===== config.mk =====
export PLATFORM = sky130hd
export DESIGN_NAME = spike_row_encoder_flat
export DESIGN_NICKNAME = d
export VERILOG_FILES = /design/src/rtl/spike_row_encoder_if.sv /design/src/rtl/spike_row_encoder.sv /design/src/flat_wrapper.sv
export SDC_FILE = /design/constraint.sdc
export NUM_CORES = 1
export LEC_CHECK = 0
export CAP_MARGIN = 20
export CELL_PAD_IN_SITES_DETAIL_PLACEMENT = 0
export CELL_PAD_IN_SITES_GLOBAL_PLACEMENT = 1
export CORE_AREA = 8 8 387 200
export DETAILED_ROUTE_END_ITERATION = 10
export DIE_AREA = 0 0 395 208
export GPL_TIMING_DRIVEN = 0
export PLACE_DENSITY = 0.64
export SLEW_MARGIN = 15
export SYNTH_ARGS = -nofsm -noshare
export SYNTH_HDL_FRONTEND = slang
export SYNTH_SLANG_ARGS = --single-unit

===== constraint.sdc =====
create_clock -name clk -period 3.4 [get_ports clk]
set_input_delay 0.34 -clock clk [delete_from_list [all_inputs] [get_ports clk]]
set_output_delay 0.34 -clock clk [all_outputs]
set_load 0.02 [all_outputs]

===== src/rtl/spike_row_encoder_if.sv =====
// Handshake and output bundle for spike_row_encoder.
//   in_valid / in_ready : frame offer / accept handshake
//   in_act              : packed per-row activations, row r at [r*ACT_WIDTH +: ACT_WIDTH]
//   out_row / out_valid : skewed per-row spike bits and their qualifiers
//   done                : one-cycle frame-complete pulse
// master = frame source / spike consumer, slave = encoder.
interface spike_row_encoder_if #(
  parameter int NUM_ROWS  = 32,
  parameter int ACT_WIDTH = 4
);
  logic                          in_valid;
  logic                          in_ready;
  logic [NUM_ROWS*ACT_WIDTH-1:0] in_act;
  logic [NUM_ROWS-1:0]           out_row;
  logic [NUM_ROWS-1:0]           out_valid;
  logic                          done;

  modport master (
    output in_valid, in_act,
    input  in_ready, out_row, out_valid, done
  );

  modport slave (
    input  in_valid, in_act,
    output in_ready, out_row, out_valid, done
  );
endinterface


===== src/rtl/spike_row_encoder.sv =====
// Rate-codes a frame of per-row activations into spike trains for a PE array.
// Each row accumulates its activation once per timestep; the carry out of the
// accumulator is that step's spike. Row r output is delayed r cycles so the
// spikes arrive as a diagonal wavefront across the array.
// Ports:
//   clk  : clock, rising edge
//   rstn : asynchronous active-low reset
//   bus  : spike_row_encoder_if slave (in_valid/in_ready/in_act, out_row/out_valid/done)
//
// state | meaning
// IDLE  | waiting for a frame, in_ready=1
// RUN   | one accumulate step per cycle, NUM_STEPS cycles
// DRAIN | waiting NUM_ROWS-1 cycles for the skew chains to empty
module spike_row_encoder #(
  parameter int NUM_ROWS  = 32,
  parameter int ACT_WIDTH = 4,
  parameter int NUM_STEPS = 16
) (
  input logic                clk,
  input logic                rstn,
  spike_row_encoder_if.slave bus
);

  localparam int STEP_W  = (NUM_STEPS > 1) ? $clog2(NUM_STEPS) : 1;
  localparam int DRAIN_W = (NUM_ROWS > 2) ? $clog2(NUM_ROWS - 1) : 1;
  localparam logic [STEP_W-1:0]  STEP_LAST  = STEP_W'(NUM_STEPS - 1);
  localparam logic [DRAIN_W-1:0] DRAIN_LOAD = DRAIN_W'((NUM_ROWS > 1) ? NUM_ROWS - 2 : 0);

  typedef enum logic [1:0] {IDLE, RUN, DRAIN} state_t;

  state_t              state_q, state_d;
  logic [STEP_W-1:0]   step_q, step_d;
  logic [DRAIN_W-1:0]  drain_q, drain_d;
  logic                done_q, done_d;
  logic                accept;
  logic                run;
  logic [NUM_ROWS-1:0] out_row_w;
  logic [NUM_ROWS-1:0] out_valid_w;

  assign run = (state_q == RUN);

  always_comb begin
    state_d = state_q;
    step_d  = step_q;
    drain_d = drain_q;
    done_d  = 1'b0;
    accept  = 1'b0;
    case (state_q)
      IDLE: begin
        if (bus.in_valid) begin
          accept  = 1'b1;
          step_d  = '0;
          state_d = RUN;
        end
      end
      RUN: begin
        if (step_q == STEP_LAST) begin
          step_d = '0;
          // A single row has no skew to drain, so the frame ends here.
          if (NUM_ROWS == 1) begin
            state_d = IDLE;
            done_d  = 1'b1;
          end else begin
            state_d = DRAIN;
            drain_d = DRAIN_LOAD;
          end
        end else begin
          step_d = step_q + 1'b1;
        end
      end
      DRAIN: begin
        if (drain_q == '0) begin
          state_d = IDLE;
          done_d  = 1'b1;
        end else begin
          drain_d = drain_q - 1'b1;
        end
      end
      default: state_d = IDLE;
    endcase
  end

  always_ff @(posedge clk or negedge rstn) begin
    if (!rstn) begin
      state_q <= IDLE;
      step_q  <= '0;
      drain_q <= '0;
      done_q  <= 1'b0;
    end else begin
      state_q <= state_d;
      step_q  <= step_d;
      drain_q <= drain_d;
      done_q  <= done_d;
    end
  end

  for (genvar r = 0; r < NUM_ROWS; r++) begin : g_row
    logic [ACT_WIDTH-1:0] act_q, act_d;
    logic [ACT_WIDTH-1:0] acc_q, acc_d;
    logic [ACT_WIDTH:0]   sum;
    // Bit 0 is the undelayed step result; bit r is what the row presents.
    logic [r:0]           sp_q, sp_d;
    logic [r:0]           vl_q, vl_d;

    assign sum = {1'b0, acc_q} + {1'b0, act_q};

    always_comb begin
      act_d = act_q;
      acc_d = acc_q;
      if (accept) begin
        act_d = bus.in_act[r*ACT_WIDTH +: ACT_WIDTH];
        acc_d = '0;
      end else if (run) begin
        acc_d = sum[ACT_WIDTH-1:0];
      end
      sp_d    = sp_q << 1;
      sp_d[0] = run & sum[ACT_WIDTH];
      vl_d    = vl_q << 1;
      vl_d[0] = run;
    end

    always_ff @(posedge clk or negedge rstn) begin
      if (!rstn) begin
        act_q <= '0;
        acc_q <= '0;
        sp_q  <= '0;
        vl_q  <= '0;
      end else begin
        act_q <= act_d;
        acc_q <= acc_d;
        sp_q  <= sp_d;
        vl_q  <= vl_d;
      end
    end

    // A spike bit is only ever set alongside its valid bit, so out_row is
    // already zero whenever out_valid is low.
    assign out_row_w[r]   = sp_q[r];
    assign out_valid_w[r] = vl_q[r];
  end

  assign bus.in_ready  = (state_q == IDLE);
  assign bus.out_row   = out_row_w;
  assign bus.out_valid = out_valid_w;
  assign bus.done      = done_q;

endmodule


===== src/flat_wrapper.sv =====
// flat-port wrapper written by rule: the top's interface ports become plain ports
module spike_row_encoder_flat 
#(
  parameter int NUM_ROWS  = 32,
  parameter int ACT_WIDTH = 4,
  parameter int NUM_STEPS = 16
)
  (clk, rstn, bus_in_valid, bus_in_act, bus_in_ready, bus_out_row, bus_out_valid, bus_done);
  spike_row_encoder_if #(.NUM_ROWS(NUM_ROWS), .ACT_WIDTH(ACT_WIDTH)) bus_i ();
  input logic clk;
  input logic rstn;
  input wire logic [$bits(bus_i.in_valid)-1:0] bus_in_valid;
  input wire logic [$bits(bus_i.in_act)-1:0] bus_in_act;
  output wire logic [$bits(bus_i.in_ready)-1:0] bus_in_ready;
  output wire logic [$bits(bus_i.out_row)-1:0] bus_out_row;
  output wire logic [$bits(bus_i.out_valid)-1:0] bus_out_valid;
  output wire logic [$bits(bus_i.done)-1:0] bus_done;
  assign bus_i.in_valid = bus_in_valid;
  assign bus_i.in_act = bus_in_act;
  assign bus_in_ready = bus_i.in_ready;
  assign bus_out_row = bus_i.out_row;
  assign bus_out_valid = bus_i.out_valid;
  assign bus_done = bus_i.done;
  spike_row_encoder #(.NUM_ROWS(NUM_ROWS), .ACT_WIDTH(ACT_WIDTH), .NUM_STEPS(NUM_STEPS)) u_core (.clk(clk), .rstn(rstn), .bus(bus_i));
endmodule

# Word level (Yosys, flattened, before mapping)
# Index checks and enable logic that the tools add are counted.
# totals
ff_bits,1324
inputBits,131
wordCells,291
# op_classes
n_addsub,34
eq_ne,7
mux,78
n_bitwise,32
reduce_logical,8
# op_table
op,count
4-bit two-way mux,66
4-bit by 4-bit adder with 5-bit output,32
1-bit AND,32
5-bit two-way mux,2
5-bit case mux with 2 select lines,1
4-bit case mux with 2 select lines,1
2-bit two-way mux,3
"2-bit != test, second input constant",3
2-bit case mux with 3 select lines,1
3-bit AND reduction,2
2-bit nonzero test,3
5-bit logical NOT,1
"5-bit by 1-bit subtractor with 5-bit output, second input constant",1
"4-bit by 1-bit adder with 4-bit output, second input constant",1
"4-bit equality test, second input constant",1
1-bit two-way mux,4
"2-bit by 1-bit equality test with 1-bit output, second input constant",1
"2-bit equality test, second input constant",1
2-bit logical NOT,1
"2-bit by 1-bit != test with 1-bit output, second input constant",1
2-bit AND reduction,1

# Depth between registers and ports, before layout
# depth
depth_word,3
mapped_depth,8

# Worst setup path before layout
# No wires, ideal clock.
# synth_path
path_type,register to register
startpoint,register u_core.state_q[0]
endpoint,register u_core.g_row[10].act_q[2]
setup_ns,0.065
arrival_ns,1.681
t_required_ns,3.335
setup_slack_ns,1.654
stages_incl_launch_ff,9
path_buffers,3
synth_period_minus_slack_ns,1.746
path_cell_list,dfrtp_1 inv_1 ha_1 and2_1 buf_2 buf_2 clkbuf_1 nand2_1 nand2_1
# synth_between
elab_chain_cells,2
# synth_lines
item,line,rtl
from (decl),spike_row_encoder.sv:31,"state_t state_q, state_d;"
from (signal assigned),spike_row_encoder.sv:90,state_q <= state_d;
2-bit logical NOT,--,
via bus_in_ready,flat_wrapper.sv:14,output wire logic [$bits(bus_i.in_ready)-1:0] bus_in_ready;
1-bit two-way mux,spike_row_encoder.sv:48,case (state_q)
to (signal assigned),spike_row_encoder.sv:129,act_q <= act_d;
to (decl),spike_row_encoder.sv:98,"logic [ACT_WIDTH-1:0] act_q, act_d;"
# The timed path passes the listed nets, and every way through them passes these cells.
# A chain may end at the register's enable or synchronous reset.

# Final worst setup path
# layout_path
startpoint,register u_core.state_q[1]
endpoint,register u_core.g_row[20].sp_q[0]
# layout_between
elab_chain_cells,2
# layout_lines
item,line,rtl
2-bit by 1-bit equality test with 1-bit output,spike_row_encoder.sv:40,assign run = (state_q == RUN);
via u_core.g_row[0].vl_d,spike_row_encoder.sv:103,"logic [r:0] vl_q, vl_d;"
1-bit AND,spike_row_encoder.sv:117,sp_d[0] = run & sum[ACT_WIDTH];
via u_core.g_row[20].sp_d[0],spike_row_encoder.sv:102,"logic [r:0] sp_q, sp_d;"
to (signal assigned),spike_row_encoder.sv:131,sp_q <= sp_d;
to (decl),spike_row_encoder.sv:102,
# The timed path passes the listed nets, and every way through them passes these cells.

==> out/metrics.cfg <==
[status]
outcome = finished, final reports clean

[timing]
clock_skew_ns = 0.0277
fin_setup_tns_ns = 0
setup_viol = 0
finalWorstSetupSlack_ns = 0.786
relSlewSlack_pct = 40.0
hold_viol = 0
timing.final.crit_share_pct = 76.9
slew_viol_final = 0
hold_ws_ns = 0.245
worst_slew_pin_slew_ns = 0.900
max_freq_mhz = 383
rsz0062_at_grt = false
fin_crit_ns = 2.61

[cells_and_area]
drive_gt1_share_pct = 7.18
fillers = 6302
synthToLayoutAreaGrowth_pct = 21.2
final_cells = 3368
post-route-util_pct = 47.8
nets = 2631
fin_area_um2 = 34500

[yosys]
synth_seq_area_share_pct = 72.8
async_flop_share_pct = 100
synthCells = 2053
yosysUniqueCellTypes = 38
synth_most_common_cell = dfrtp_1
yosysTopAreaCell = dfrtp_1
synth_common_cells = dfrtp_1 (828), nand2_1 (418), ha_1 (133)
synth_area_leaders = dfrtp_1 (73%), ha_1 (5.8%), nand2_1 (5.5%)
syn_area_um2 = 28400
ys.flop_type = dfrtp_1
syn_nets = 2349
syn_avg_cell_area_um2 = 13.9
synth_edf_count = 0
synth.top_cell.area_share_pct = 72.8
ys_seq_elements = 828
yosys_warnings = 0

[placement]
placed_area_um2 = 31900
preCtsSetupSlack_ns = 0.537
portBuffers = 196
dp_hpwl_um = 39600
dp.cells = 3229
gp_congestion = 0.772

[power_and_ir_drop]
total_power_mw = 23.5
clockPowerShare_pct = 37.8
power_frac_comb_pct = 15.2
p_int_mw = 17.2
p_per_area_nw_per_um2 = 683
p_leak_nw = 17.6
p_sw_mw = 6.30
p_seq_share_pct = 46.9
swShare_pct = 26.8
ir_drop_mv = 0.310

[floorplan]
core_um2 = 72100
die_x_um = 395
die-area_um2 = 82200
rows = 70
die_y_um = 208
initial_utilization_pct = 39.5
io_pins = 197

[clock_tree]
cts_resized = 0
clkLatencyLatePin_ns = 0.63
cts_buffers = 75
cts_buffer_depth = 3
numClockSinks = 828
clk_pin_slew_ns = 0.07
cts-root-buf = clkbuf_16
post-cts-setup-buffer-count = 0
cts_tree = built
htreeDepth = 3

[critical_path]
cp.required_ns = 3.83
worstPathArrival_ns = 3.04
path_class = reg2reg
cp-end-kind = register
start_kind = register
crit_fanout = 10
ff2ff_setup_slack_ns = 0.79

[global_route]
gr-total-overflow = 0
first_global_vias = 17076
grt_pass1_wl_um = 96900
grt.total_usage_pct = 14.8
grt_max_degree = 107
antenna_found_initial = 1

[job]
maxCapViolCount = 0

[drt]
vias_per_cell = 4.61
num_vias = 15521
wl_per_cell_um = 17.6
drc = 0
drt.antenna.violating_nets = 0
dr.pass1.iters = 5
finalWirelength_um = 59400
drt_iter0_markers = 914

[worst_hold_path]
hold_class = in2reg

==> sequential cells by signal (all words and copies together), names as in the netlist <==
register and cells:
u_core.state_q 2, u_core.bus.done 1, u_core.g_row.act_q 128, u_core.g_row.acc_q 128
u_core.step_q 4, u_core.g_row.sp_q 528, u_core.drain_q 5, u_core.g_row.vl_q 32
==> cell usage in the layout (no fill, tap or decap), types with 4 or more instances in the layout <==
cell and count:
o21ai_0 36, dfrtp_1 828, clkinv_2 12, nor3_1 33, inv_1 8, and4b_1 32
a211oi_1 33, a21o_1 34, fa_1 32, nand3_1 35, mux2i_1 66, ha_1 133
bufinv_16 10, nand2b_1 4, buf_16 8, clkinvlp_4 9, clkdlybuf4s50_1 195, nor2_1 130
xnor2_1 32, buf_2 30, a21oi_1 99, clkbuf_1 45, nand2_1 418, clkbuf_16 77
clkbuf_8 9, clkinv_4 6, buf_1 6
==> path summary, 6_finish.rpt <==
check | start | end | depth (start not counted)
worst max register to register | u_core.state_q[1] | u_core.g_row[20].sp_q[0] | 7
worst max-delay path | u_core.state_q[1] | u_core.g_row[20].sp_q[0] | 7
max in group asynchronous | rstn | u_core.g_row[22].sp_q[4] | 5
min in group asynchronous | rstn | u_core.g_row[26].vl_q[25] | 2
worst min-delay path | bus_in_act[57] | u_core.g_row[14].act_q[1] | 3
worst min register to register | u_core.g_row[23].sp_q[9] | u_core.g_row[23].sp_q[10] | 0
==> what timing repair did <==
action | 4_1_cts | 5_1_grt
hold buffers | 1 | 0
hold endpoints to repair | 75 | 0
setup endpoints to repair | 0 | 0
==> area by class of cell <==
class | count | area, um2 | area share (%)
multi-input combinational | 1142 | 7370 | 21.4
antenna | 1 | 2.50 | 0.00726
sequential | 828 | 20700 | 60.1
clock inverter | 42 | 539 | 1.56
tap | 972 | 1220 | 3.53
clock buffer | 95 | 2080 | 6.04
inverter | 8 | 30.0 | 0.0871
timing repair buffer | 205 | 2200 | 6.37
buffer | 75 | 328 | 0.950
==> worst max-delay path, stage by stage, from the launching register on <==
cell,delay (ns)
dfrtp_1,0.35
inv_1,0.08
ha_1,0.23
buf_2,0.22
inv_1,0.11
clkbuf_1,0.48
buf_1,0.71
nor2_1,0.23
==> logic make-up after synthesis <==
| logic type | synth area share [%] |
|---|---|
| compound gates | 4.65 |
| buf+inv | 1.25 |
| simple gates | 9.85 |
| mux | 2.32 |
| xor+xnor | 0.985 |
| flops | 72.8 |
| fa+ha+maj | 8.10 |
==> power by group through the flow <==
stage	logic [mW]	clock network (mW)	registers (mW)
4_1_cts	3.67	9.24	11.1
3_5_place_dp	3.64	0	11.2
5_1_grt	4.14	9.64	11.1
2_1_floorplan	2.43	0	11.1
6_report	3.59	8.91	11.1
3_3_place_gp	3.47	0	11.3
==> metal layers <==
metal  share of wire (%)  up-vias  global-route usage (%)
met5                   0        -                       0
met4                 2.1        0                    4.04
met3                 4.1       89                    3.42
met2                  44      243                    22.1
met1                  50     7782                    21.6
li1                    -     7407                       -
Power figures use the tool's default switching activity.
==> patch 1, RTL diff (config.mk and constraints unchanged) <==
`ACT_WIDTH` is set to 4 in 3 places; all go to 3.
--- a/src/rtl/spike_row_encoder_if.sv
+++ b/src/rtl/spike_row_encoder_if.sv
@@ -6,7 +6,7 @@
 // master = frame source / spike consumer, slave = encoder.
 interface spike_row_encoder_if #(
   parameter int NUM_ROWS  = 32,
-  parameter int ACT_WIDTH = 4
+  parameter int ACT_WIDTH = 3
 );
   logic                          in_valid;
   logic                          in_ready;
--- a/src/rtl/spike_row_encoder.sv
+++ b/src/rtl/spike_row_encoder.sv
@@ -13,7 +13,7 @@
 // DRAIN | waiting NUM_ROWS-1 cycles for the skew chains to empty
 module spike_row_encoder #(
   parameter int NUM_ROWS  = 32,
-  parameter int ACT_WIDTH = 4,
+  parameter int ACT_WIDTH = 3,
   parameter int NUM_STEPS = 16
 ) (
   input logic                clk,
--- a/src/flat_wrapper.sv
+++ b/src/flat_wrapper.sv
@@ -2,7 +2,7 @@
 module spike_row_encoder_flat 
 #(
   parameter int NUM_ROWS  = 32,
-  parameter int ACT_WIDTH = 4,
+  parameter int ACT_WIDTH = 3,
   parameter int NUM_STEPS = 16
 )
   (clk, rstn, bus_in_valid, bus_in_act, bus_in_ready, bus_out_row, bus_out_valid, bus_done);
Ports: changed (resized bus_in_act); port bits go from 197 to 165. No check against the original RTL was run, so the function may have changed too.
==> patch 1 against the original RTL <==
Global-route usage down 2.7 points; worst setup slack gained 0.045 ns; largest power group unchanged; cell count fell by 13%; clock skew shrank 0.011 ns; wire length fell by 19%; synthesized area decreased by 12%; final area down 11%; total power shrank 3.4%; sequential cell count is 64 lower; utilization fell by 5.1 points.
==> patch 1: results (changes against the original RTL) <==
Pwr
  • Reported net switching power: 6042 uW (-4.2%)
  • Pwr Density: 739.3 nW/um2 (+8.3%)
  • Leakage dissipation: 0.01582 uW (-10%)
  • IR drop worst, VDD: 352.2 uV (+14%)

Drt
  • Detail Route met2 WL: 22.02 mm (-16%)
  • Routed via count: 12.80k (-18%)
  • Wirelength, routed: 48.10 mm (-19%)

Final layout
  • Filler cell count: 6,505 (+3.2%)
  • Multi-input combinational cell count: 759 (-34%)
  • Share of cell area taken by flip-flops and latches: 0.6210 (+0.02027)
  • Number of clock buffers in the layout: 98 (+3.2%)
  • Non-Filler Instances: 2,947 (-13%)
  • Number of ordinary and repair buffers in the finished layout: 224 (-20%)
  • Proportion of cell area occupied by multi-input gates: 0.1765 (-0.03727)
  • Fraction of layout instances using a drive strength above 1: 0.08203 (+0.01021)

Critical path
  • Worst stage delay on the critical path: 0.85 ns (+0.14 ns)
  • Arrival time of data at the critical path endpoint: 3.03 ns (about the same)

Global routing
  • Via count of the first global-routing pass: 13.97k (-18%)
  • Met1 demand-to-capacity share in global routing: 0.1700 (-0.04573)
  • Maximum number of pins on one net before global-route repair: 108 (+0.93%)
  • Global-route wire length before repair: 78.98 mm (-19%)

Synthesis
  • Portion of the post-synthesis area used by sequential elements: 0.7597 (+0.03138)
  • Share of the synthesized area in compound gates (AO/OA/AOI/OAI): 0.03073 (-0.01581)
  • Synthesized flop and latch total: 764 (-7.7%)
  • Cell types occupying the most area after synthesis: sky130_fd_sc_hd__dfrtp_1 76%, sky130_fd_sc_hd__ha_1 5.0%, sky130_fd_sc_hd__mux2i_1 3.7%
  • Synthesized instance count: 1,675 (-18%)
  • Post-synthesis mux area share: 0.03739 (+0.01417)

Clock network
  • Total CTS buffers: 70 (-6.7%)

Placed design
  • Port Buf Inserts: 164 (-16%)
  • Setup slack at placement: 0.7508 ns (+0.2141 ns)
  • HPWL after DPL: 32.40 mm (-18%)

Run status
  • Status: complete, no violations
## patch 1: path summary, 6_finish.rpt
check                                   startpoint                         to  slack, ns  cells after the start
min in group asynchronous                     rstn  u_core.g_row[22].sp_q[21]       0.26                      2
min reg2reg                u_core.g_row[9].sp_q[7]    u_core.g_row[9].sp_q[8]       0.33                      0
max reg2reg                      u_core.state_q[1]   u_core.g_row[29].sp_q[0]       0.83                      7
max                              u_core.state_q[1]   u_core.g_row[29].sp_q[0]       0.83                      7
max in group asynchronous                     rstn   u_core.g_row[9].acc_q[2]       1.36                      5
min                                 bus_in_act[36]  u_core.g_row[12].act_q[0]       0.24                      3
## patch 1: power by group through the flow
stage / Clock (uW) / Combinational [uW] / Sequential, uW
after CTS: 8850 / 3960 / 10400
after global placement: 0 / 3700 / 10600
after floorplan: 0 / 2700 / 10400
final: 8500 / 3860 / 10400
after global routing: 9220 / 4460 / 10500
after detailed placement: 0 / 3940 / 10600
==> patch 2, RTL diff (same flow settings) <==
Without the edit above. Encoding of `state_t`: now one-hot (3 bits for 3 states).
--- a/src/rtl/spike_row_encoder.sv
+++ b/src/rtl/spike_row_encoder.sv
@@ -26,7 +26,7 @@
   localparam logic [STEP_W-1:0]  STEP_LAST  = STEP_W'(NUM_STEPS - 1);
   localparam logic [DRAIN_W-1:0] DRAIN_LOAD = DRAIN_W'((NUM_ROWS > 1) ? NUM_ROWS - 2 : 0);
 
-  typedef enum logic [1:0] {IDLE, RUN, DRAIN} state_t;
+  typedef enum logic [2:0] {IDLE = 3'b001, RUN = 3'b010, DRAIN = 3'b100} state_t;
 
   state_t              state_q, state_d;
   logic [STEP_W-1:0]   step_q, step_d;
Formal check against the unedited RTL: no difference found for any inputs over 10 cycles, from zero or initial values and one cycle with rstn low; not proved beyond that.
==> patch 2 against the original RTL <==
Worst setup slack better by 0.068 ns; final area fell by 1.8%; via count decreased by 3.0%; total power increased by 14%; critical path depth is 2 lower; sequential cell count increased by 1; worst hold slack got worse by 0.020 ns; synthesized area is 2.0% lower; wire length is 2.6% lower; non-clock buffer count shrank 5; critical endpoint is now u_core.g_row[3].sp_q[0]; highest routed layer is now met5.
==> patch 2: results (changes against the original RTL) <==
Critical path
  • Worst stage delay on the critical path: 0.82 ns (+0.11 ns)
  • Internal reg-to-reg setup slack: 0.85 ns (+0.07 ns)
  • Arrival time of data at the critical path endpoint: 2.98 ns (-0.06 ns)
  • Worst reg2reg path endpoint: u_core.g_row[3].sp_q[0]
  • Depth of the worst register-to-register path: 5 (-2)
  • Beginning of the critical path: u_core.state_q[0]

Final layout
  • Number of ordinary and repair buffers in the finished layout: 275 (-1.8%)
  • Number of ordinary inverters in the final layout: 3 (-5)
  • Number of clock buffers in the layout: 106 (+12%)
  • Sequential cell area: 20,750 um2 (+0.13%)
  • Area of combinational cells with multiple inputs: 6765 um2 (-8.2%)
  • Area grow syn2layout: 21.60%
  • Filler cell count: 6,261 (-0.65%)
  • Clk cell area share: 0.07629 (+0.0002119)
  • Final layout net count: 2,452 (-6.8%)
  • Multi-input combinational cell count: 975 (-15%)

Global routing
  • Via count of the first global-routing pass: 16.49k (-3.4%)
  • Global-route wire length before repair: 93.72 mm (-3.3%)
  • Met1 demand-to-capacity share in global routing: 0.2073 (-0.008429)
  • Met2 usage: 0.2164 (-0.004944)
  • Global-route met3 utilization: 0.03152 (-0.002724)
  • Maximum number of pins on one net before global-route repair: 109 (+1.9%)

Timing
  • Post-route clock skew: 0.01762 ns (-0.01012 ns)
  • Hold slack: 0.2252 ns (-0.01983 ns)
  • Post-layout minimum cycle time: 2.546 ns (-0.06848 ns)

Placed design
  • Number of cells in the design after placement: 3,053 (-5.5%)
  • Setup slack at placement: 0.6196 ns (+0.08296 ns)
  • Cell area after placement: 31,290 um2 (-1.8%)
  • RD Place Congestion: 0.7670 (-0.62%)

Run status
  • Status: complete, no violations

Synthesis
  • Cell types occupying the most area after synthesis: sky130_fd_sc_hd__dfrtp_1 74%, sky130_fd_sc_hd__ha_1 5.8%, sky130_fd_sc_hd__nand2_1 5.2%
  • Count of different cell masters after synthesis: 43 (+13%)
  • Synthesized instance count: 1,876 (-8.6%)
  • Top cell types by occurrence after synthesis: 828 x sky130_fd_sc_hd__dfrtp_1, 389 x sky130_fd_sc_hd__nand2_1, 130 x sky130_fd_sc_hd__ha_1
  • Portion of the post-synthesis area used by sequential elements: 0.7445 (+0.01615)

Drt
  • Met1 layer wirelength in the final routing: 28.21 mm (-4.8%)
  • Detail Route met2 WL: 26.09 mm (about the same)
  • Routed via count: 15.06k (-3.0%)

Worst hold path
  • Worst hold path class: input port to async pin

Pwr
  • Leakage dissipation: 0.01780 uW (+1.1%)
==> patch 2: cell types whose count changed in the layout (fill, tap and decap cells not counted), sizes merged, moves of 34 or more <==
| cell | delta |
|---|---|
| mux2i | -65 |
| a21oi | -34 |
| nor2 | -93 |
| a22o | +94 |
==> patch 2: where the power goes <==
part / switching (uW) / internal, uW / total (uW) / leakage, uW
sequential: 991 / 11400 / 12400 / 0.0113
clock: 3710 / 5060 / 8770 / 0.00129
combinational: 3470 / 2310 / 5780 / 0.00523
total: 8170 / 18800 / 26900 / 0.0178
==> patch 2: cells by family (layout without fill, tap and decap cells) <==
group / count (synthesis) / after routing / synth area share
fa+ha+maj: 162 / 162 / 0.08136
buf+inv: 72 / 416 / 0.01275
simple gates: 510 / 510 / 0.07835
xor+xnor: 32 / 32 / 0.01006
other cells: 0 / 1 / 0
flops: 829 / 829 / 0.7445
compound gates: 269 / 269 / 0.07224
mux: 2 / 2 / 0.0007633
